File: src/rtl/ahb_lite_nslave_ic.sv
// Single-master AHB-Lite interconnect: address decode onto NUM_SLAVES slaves,
// data-phase response mux, built-in ERROR default slave and error capture/count.
module ahb_lite_nslave_ic #(
  parameter int NUM_SLAVES = 4,
  parameter int ADDR_W     = 32,
  parameter int DATA_W     = 32,
  parameter logic [NUM_SLAVES*ADDR_W-1:0] SLV_BASE =
    {32'h6000_0000, 32'h4000_0000, 32'h2000_0000, 32'h0000_0000},
  parameter logic [NUM_SLAVES*ADDR_W-1:0] SLV_MASK = {4{32'hE000_0000}}
) (
  input  logic                         HCLK,
  input  logic                         HRESETn,
  input  logic [ADDR_W-1:0]            HADDR,
  input  logic [1:0]                   HTRANS,
  input  logic                         HWRITE,
  input  logic [2:0]                   HSIZE,
  input  logic [2:0]                   HBURST,
  input  logic [3:0]                   HPROT,
  input  logic                         HMASTLOCK,
  input  logic [DATA_W-1:0]            HWDATA,
  output logic [DATA_W-1:0]            HRDATA,
  output logic                         HREADY,
  output logic                         HRESP,
  output logic [NUM_SLAVES-1:0]        HSEL_S,
  output logic [ADDR_W-1:0]            HADDR_S,
  output logic [1:0]                   HTRANS_S,
  output logic                         HWRITE_S,
  output logic [2:0]                   HSIZE_S,
  output logic [2:0]                   HBURST_S,
  output logic [3:0]                   HPROT_S,
  output logic                         HMASTLOCK_S,
  output logic [DATA_W-1:0]            HWDATA_S,
  output logic                         HREADY_S,
  input  logic [NUM_SLAVES-1:0]        HREADYOUT_S,
  input  logic [NUM_SLAVES-1:0]        HRESP_S,
  input  logic [NUM_SLAVES*DATA_W-1:0] HRDATA_S,
  input  logic                         err_clr,
  output logic                         err_valid,
  output logic [ADDR_W-1:0]            err_addr,
  output logic [3:0]                   err_src,
  output logic                         err_write,
  output logic [7:0]                   err_count
);

  // dsel codes: 0..NUM_SLAVES-1 real slaves, NUM_SLAVES default slave, 15 no data phase
  localparam logic [3:0] DEF_SEL  = 4'(NUM_SLAVES);
  localparam logic [3:0] NONE_SEL = 4'hF;

  typedef enum logic [1:0] {DS_IDLE, DS_ERR1, DS_ERR2} ds_state_t;

  ds_state_t         ds_state, ds_next;
  logic [3:0]        dsel, dec_idx;
  logic              hit_any, unmapped_req, err_done;
  logic [ADDR_W-1:0] addr_q;
  logic              write_q;

  assign HADDR_S     = HADDR;
  assign HTRANS_S    = HTRANS;
  assign HWRITE_S    = HWRITE;
  assign HSIZE_S     = HSIZE;
  assign HBURST_S    = HBURST;
  assign HPROT_S     = HPROT;
  assign HMASTLOCK_S = HMASTLOCK;
  assign HWDATA_S    = HWDATA;
  assign HREADY_S    = HREADY;

  // Scanning downwards lets the lowest matching index win on overlaps
  always_comb begin
    hit_any = 1'b0;
    dec_idx = DEF_SEL;
    HSEL_S  = '0;
    for (int i = NUM_SLAVES - 1; i >= 0; i--) begin
      if ((HADDR & SLV_MASK[i*ADDR_W +: ADDR_W]) ==
          (SLV_BASE[i*ADDR_W +: ADDR_W] & SLV_MASK[i*ADDR_W +: ADDR_W])) begin
        hit_any = 1'b1;
        dec_idx = 4'(i);
      end
    end
    for (int i = 0; i < NUM_SLAVES; i++) begin
      HSEL_S[i] = hit_any && (dec_idx == 4'(i));
    end
  end

  assign unmapped_req = HTRANS[1] && !hit_any;

  always_comb begin
    HREADY = 1'b1;
    HRESP  = 1'b0;
    HRDATA = '0;
    if (dsel == DEF_SEL) begin
      HREADY = (ds_state != DS_ERR1);
      HRESP  = (ds_state != DS_IDLE);
    end else begin
      for (int i = 0; i < NUM_SLAVES; i++) begin
        if (dsel == 4'(i)) begin
          HREADY = HREADYOUT_S[i];
          HRESP  = HRESP_S[i];
          HRDATA = HRDATA_S[i*DATA_W +: DATA_W];
        end
      end
    end
  end

  always_comb begin
    ds_next = ds_state;
    case (ds_state)
      DS_IDLE: if (HREADY && unmapped_req) ds_next = DS_ERR1;
      DS_ERR1: ds_next = DS_ERR2;
      DS_ERR2: ds_next = unmapped_req ? DS_ERR1 : DS_IDLE;
      default: ds_next = DS_IDLE;
    endcase
  end

  always_ff @(posedge HCLK or negedge HRESETn) begin
    if (!HRESETn) ds_state <= DS_IDLE;
    else          ds_state <= ds_next;
  end

  always_ff @(posedge HCLK or negedge HRESETn) begin
    if (!HRESETn) begin
      dsel    <= NONE_SEL;
      addr_q  <= '0;
      write_q <= 1'b0;
    end else if (HREADY) begin
      dsel    <= HTRANS[1] ? dec_idx : NONE_SEL;
      addr_q  <= HADDR;
      write_q <= HWRITE;
    end
  end

  // Only the final (HREADY high) cycle of a two-cycle ERROR counts as a completion
  assign err_done = HREADY && HRESP && (dsel != NONE_SEL);

  always_ff @(posedge HCLK or negedge HRESETn) begin
    if (!HRESETn) begin
      err_valid <= 1'b0;
      err_addr  <= '0;
      err_src   <= '0;
      err_write <= 1'b0;
      err_count <= '0;
    end else if (err_done) begin
      if (!err_valid || err_clr) begin
        err_valid <= 1'b1;
        err_addr  <= addr_q;
        err_src   <= dsel;
        err_write <= write_q;
      end
      if (err_clr)                 err_count <= 8'd1;
      else if (err_count != 8'hFF) err_count <= err_count + 8'd1;
    end else if (err_clr) begin
      err_valid <= 1'b0;
      err_count <= '0;
    end
  end

endmodule
File: config.mk
export PLATFORM = sky130hd
export DESIGN_NAME = ahb_lite_nslave_ic
export DESIGN_NICKNAME = d
export VERILOG_FILES = /design/src/rtl/ahb_lite_nslave_ic.sv
export SDC_FILE = /design/constraint.sdc
export NUM_CORES = 1
export LEC_CHECK = 0
export ABC_CLOCK_PERIOD_IN_PS = 6160
export CORE_AREA = 2 2 147 149
export CTS_BUF_LIST = sky130_fd_sc_hd__clkbuf_4
export CTS_CLUSTER_DIAMETER = 60
export DETAILED_ROUTE_END_ITERATION = 16
export DIE_AREA = 0 0 149 151
export HOLD_SLACK_MARGIN = 0.1
export PLACE_DENSITY = 0.66
export SETUP_SLACK_MARGIN = 0.3
export SLEW_MARGIN = 20
export SYNTH_ARGS = -nofsm -noshare
export SYNTH_HDL_FRONTEND = slang
export SYNTH_SLANG_ARGS = --single-unit
File: constraint.sdc
create_clock -name HCLK -period 6.16 [get_ports HCLK]
set_input_delay 1.232 -clock HCLK [delete_from_list [all_inputs] [get_ports HCLK]]
set_output_delay 1.232 -clock HCLK [all_outputs]
set_load 0.05 [all_outputs]
# Yosys cells after proc, flatten, opt, wreduce, memory -nomap -nowiden
# Index checks and enable logic that the tools add are counted.
# op_classes
addsub	1
n_eq_ne	17
n_mux	34
reduce_logical	21
# op_table
operator	count
$mux 32	5
$logic_not 32->1	1
$mux 8	4
$mux 1	18
$eq 4x2->1 const B	4
$mux 3	4
$add 8x1->8 const B	1
$eq 4x1->1 const B	2
$logic_and 1x1->1	8
$logic_not 4->1	2
$ne 8x8->1 const B	1
$eq 3x2->1 const B	2
$pmux 2 s3	1
$reduce_and 2->1	3
$reduce_bool 2->1	3
$eq 4x3->1 const B	1
$mux 4	1
$ne 2x1->1 const B	2
$ne 4x4->1 const B	1
$eq 3x1->1 const B	1
$eq 2x1->1 const B	1
$eq 2x2->1 const B	1
$logic_not 1->1	2
$logic_not 2->1	1
3 further kinds	3
# word_totals
ff_bits	85
in_bits	217
out_inout_bits	163
word_cells	82

# Logic depth before layout (Yosys ltp)
# depth
depth_word	10
mapped_depth	9
depth_no_buf	6

# Least setup slack after synthesis
# Ideal clock, no wire load.
# synth_path
kind	input port to output port
startpoint	input HREADYOUT_S[1]
endpoint	output HREADY_S
arrival_time_ps	2829
required_ps	4928
setup_slack_ps	2099
cell_stages	7
path_buffers	3
cell_sequence	o21a_1 -> a2111oi_0 -> o22a_4 -> inv_1 -> clkbuf_1 -> buf_2 -> buf_4
# synth_between
elab_chain_len	4
# synth_rtl
item	line	source
from (decl)	34	input logic [NUM_SLAVES-1:0] HREADYOUT_S,
$mux 1 (3 in a row)	95	if (dsel == 4'(i)) begin
$mux 1	90	if (dsel == DEF_SEL) begin
to (decl)	33	output logic HREADY_S,
# Every way passes these cells.

# Worst setup path after layout
# Ends and elaborated chain as after synthesis.

==> metrics.md <==
| Metric | Value |
|---|---|
| Status | completed |
| Vias in the first global route | 4242 |
| Fmax | 201 MHz |
| Yosys warnings | 0 |
| Worst-margin pin slew | 0.792 ns |
| DRT Pass-1 Iters | 4 |
| Shortest period the worst path allows | 4.98 ns |
| GRT met2 Usage | 26.1% |
| Gr ovfl total | 0 |
| Layout cells sized above 1 | 16.1% |
| Worst endpoint required time | 4.93 ns |
| CTS Buf Count | 9 |
| Die area | 22500 sq um |
| Gate power share | 58.0% |
| Number of port buffers | 291 |
| P per Cell Area | 357 nW/um^2 |
| Crit path DAT | 3.75 ns |
| DR WL/cell | 17.2 microns |
| Register area share after synthesis | 40.4% |
| Crit Path Max Fanout | 15 |
| Io pins | 380 |
| RSZ-0062 raised after global routing | false |
| Core Util, Final | 38.2% |
| Placer congestion estimate | 0.775 |
| Setup repair bufs after CTS | 0 |
| Largest net degree at the start of global routing | 63 |
| Busiest grt layer | met2 |
| Largest cells by area after synthesis | dfrtp_1, mux4_2, buf_4 |
| Switch Pwr | 1.27 mW |
| Fillers | 2069 |
| Overall die height | 151 microns |
| Fin nets | 891 |
| TritonCTS clock tree | done |
| Core Rows | 53 |
| Slew Viols, Final | 0 |
| Seq pwr share | 30.4% |
| Unique cell type count in the Yosys netlist | 49 |
| Antenna violations before repair | 4 |
| R2R Setup Slk | 2.38 ns |
| Final setup violation count | 0 |
| Leak | 3.23 nW |
| First-pass GRT wire length | 24.1 mm |
| Met1 usage | 14.7% |
| Crit share post-route | 80.9% |
| Worst skew pair latency | 0.44 ns |
| Area Growth Syn to Fin | 50.8% |
| ANT nets after route | 0 |
| Headroom to the max-slew limit | 47.2% |
| Die width | 149 microns |
| Post-DP HPWL | 13.1 mm |
| Setup TNS | 0 ns |
| Core area | 20800 sq um |
| Hold crit path type | flop to flop |
| Clk sinks | 85 |
| Yosys top cell by area | dfrtp_1 |
| CTS H-tree lvls | 3 |
| Peak VDD IR | 0.224 mV |
| Worst-path clk slew | 0.13 ns |
| Cell area after synthesis | 5280 sq um |
| # hold bufs at CTS | 0 |
| Synth top area share | 38.4% |
| DRC | 0 |
| Worst clock skew | 0.0213 ns |
| Max Cap Violations | 0 |
| Final WL | 16.4 mm |
| Vias | 4130 |
| Cts repair resizes | 0 |
| Pint | 1.57 mW |
| Vias per cell | 4.31 |
| CP endpoint kind | output port |
| Cells after synthesis | 470 |
| Crit path launch type | primary input |
| Number of synthesized register bits | 85 |
| Final hold vios | 0 |
| Initial drt markers | 97 |
| Switching part of the total | 44.8% |
| Path type of the worst setup path | primary input to output port |
| Met3 usage | 4.16% |
| Post-synth net total | 688 |
| Max Buffers Root-to-Sink | 2 |
| Total GRT Usage | 14.2% |
| Post-Syn Area per Cell | 11.2 sq um |
| Initial Utilization | 25.3% |
| Clock Tree Root | clkbuf_4 |
| Clk pwr share | 11.5% |
cell usage in the layout (no fill, tap or decap), types with 5 or more instances in the layout:
master	count
clkdlybuf4s50_1	290
nand2_1	103
dfrtp_1	81
nor2b_1	36
mux4_2	32
mux2_4	29
mux2_2	9
clkbuf_4	9
nor2_1	8
buf_4	8
inv_1	6
nor3_1	6
diode_2	5
power by group through the flow:
stage,logic [mW],registers [mW],clock network [mW]
after global routing,1.73,0.896,0.368
final,1.65,0.866,0.328
after CTS,1.67,0.871,0.344
after global placement,1.66,0.875,0
after floorplan,0.793,1.28,0
after detailed placement,1.67,0.878,0
final timing paths:
check                           depth (start not counted)            from            to
max in group asynchronous                               2         HRESETn  err_count[1]
worst min-delay path                                    2       addr_q[0]     addr_q[0]
worst min register to register                          2       addr_q[0]     addr_q[0]
worst max-delay path                                    6  HREADYOUT_S[1]      HREADY_S
min in group asynchronous                               1         HRESETn    addr_q[15]
worst max register to register                          7         dsel[0]   err_addr[1]
cells by family after synthesis:
family | count (synthesis) | share of synthesized area (%)
AND/OR/NAND/NOR | 175 | 15.8
buffers and inverters | 112 | 15.1
AO/OA/AOI/OAI | 27 | 4.55
flip-flops | 85 | 40.4
multiplexers | 70 | 23.8
adder cells (fa/ha/maj) | 1 | 0.237
metal layers:
metal	wire length, microns	vias to the layer above
li1	-	1949
met1	5800	1966
met2	8700	191
met3	1400	24
met4	545	0
met5	0	-
synth_stat cells, drive strengths merged:
library cell	count
ha	1
nor3	7
dfstp	4
o31ai	2
and3	2
nand3	2
a2111oi	2
a311oi	2
nand2b	2
o2111a	1
a31oi	1
or4b	1
mux2	38
nor3b	1
nand2	104
or2b	1
mux4	32
nor4	1
or3	3
and4	1
and2b	1
inv	6
nor2	9
or2	2
clkbuf	10
o32ai	2
or4	1
a31o	1
a21oi	4
a41oi	2
buf	96
o22a	1
o21ai	4
o2111ai	2
and2	1
o21a	1
o41ai	1
nor2b	36
o311a	1
dfrtp	81
state kept, by name, summed over array words and instances (netlist names):
name and cells:
write_q 1, addr_q 32, err_write 1, err_valid 1, dsel 4, ds_state 2, err_addr 32, err_src 4
err_count 8
stage by stage:
stage | std cells | total power [mW] | area [sq um] | worst slack, ns | hold WS, ns
CTS | 953 | 2.89 | 7950 | 1.11 | 0.486
global route | 957 | 3.00 | 7960 | 1.05 | 0.507
finish | 958 | 2.84 | 7960 | 1.18 | 0.478
detailed placement | 937 | 2.55 | 7810 | 1.12 | 0.454
global placement | 937 | 2.54 | 7810 | 1.10 | 0.448
floorplan | 470 | 2.07 | 5280 | 2.10 | 0.433
worst max-delay path: stages:
cell and delay [ns]:
clkdlybuf4s50_1 0.41, o21a_1 0.17, a2111oi_0 0.64, o22a_4 0.28, inv_1 0.21, clkdlybuf4s50_1 0.79
cell type report:
type                    count  area (sq um)  share of cell area [%]
well taps                 275           344                    4.32
multi-input cells         273          2350                    29.5
flip-flops and latches     85          2130                    26.8
diodes                      5          12.5                   0.157
inverters                   6          22.5                   0.283
clock buffers               9          67.6                   0.849
clock inverters             7          72.6                   0.912
repair buffers            298          2960                    37.2
Power figures use the tool's default switching activity.
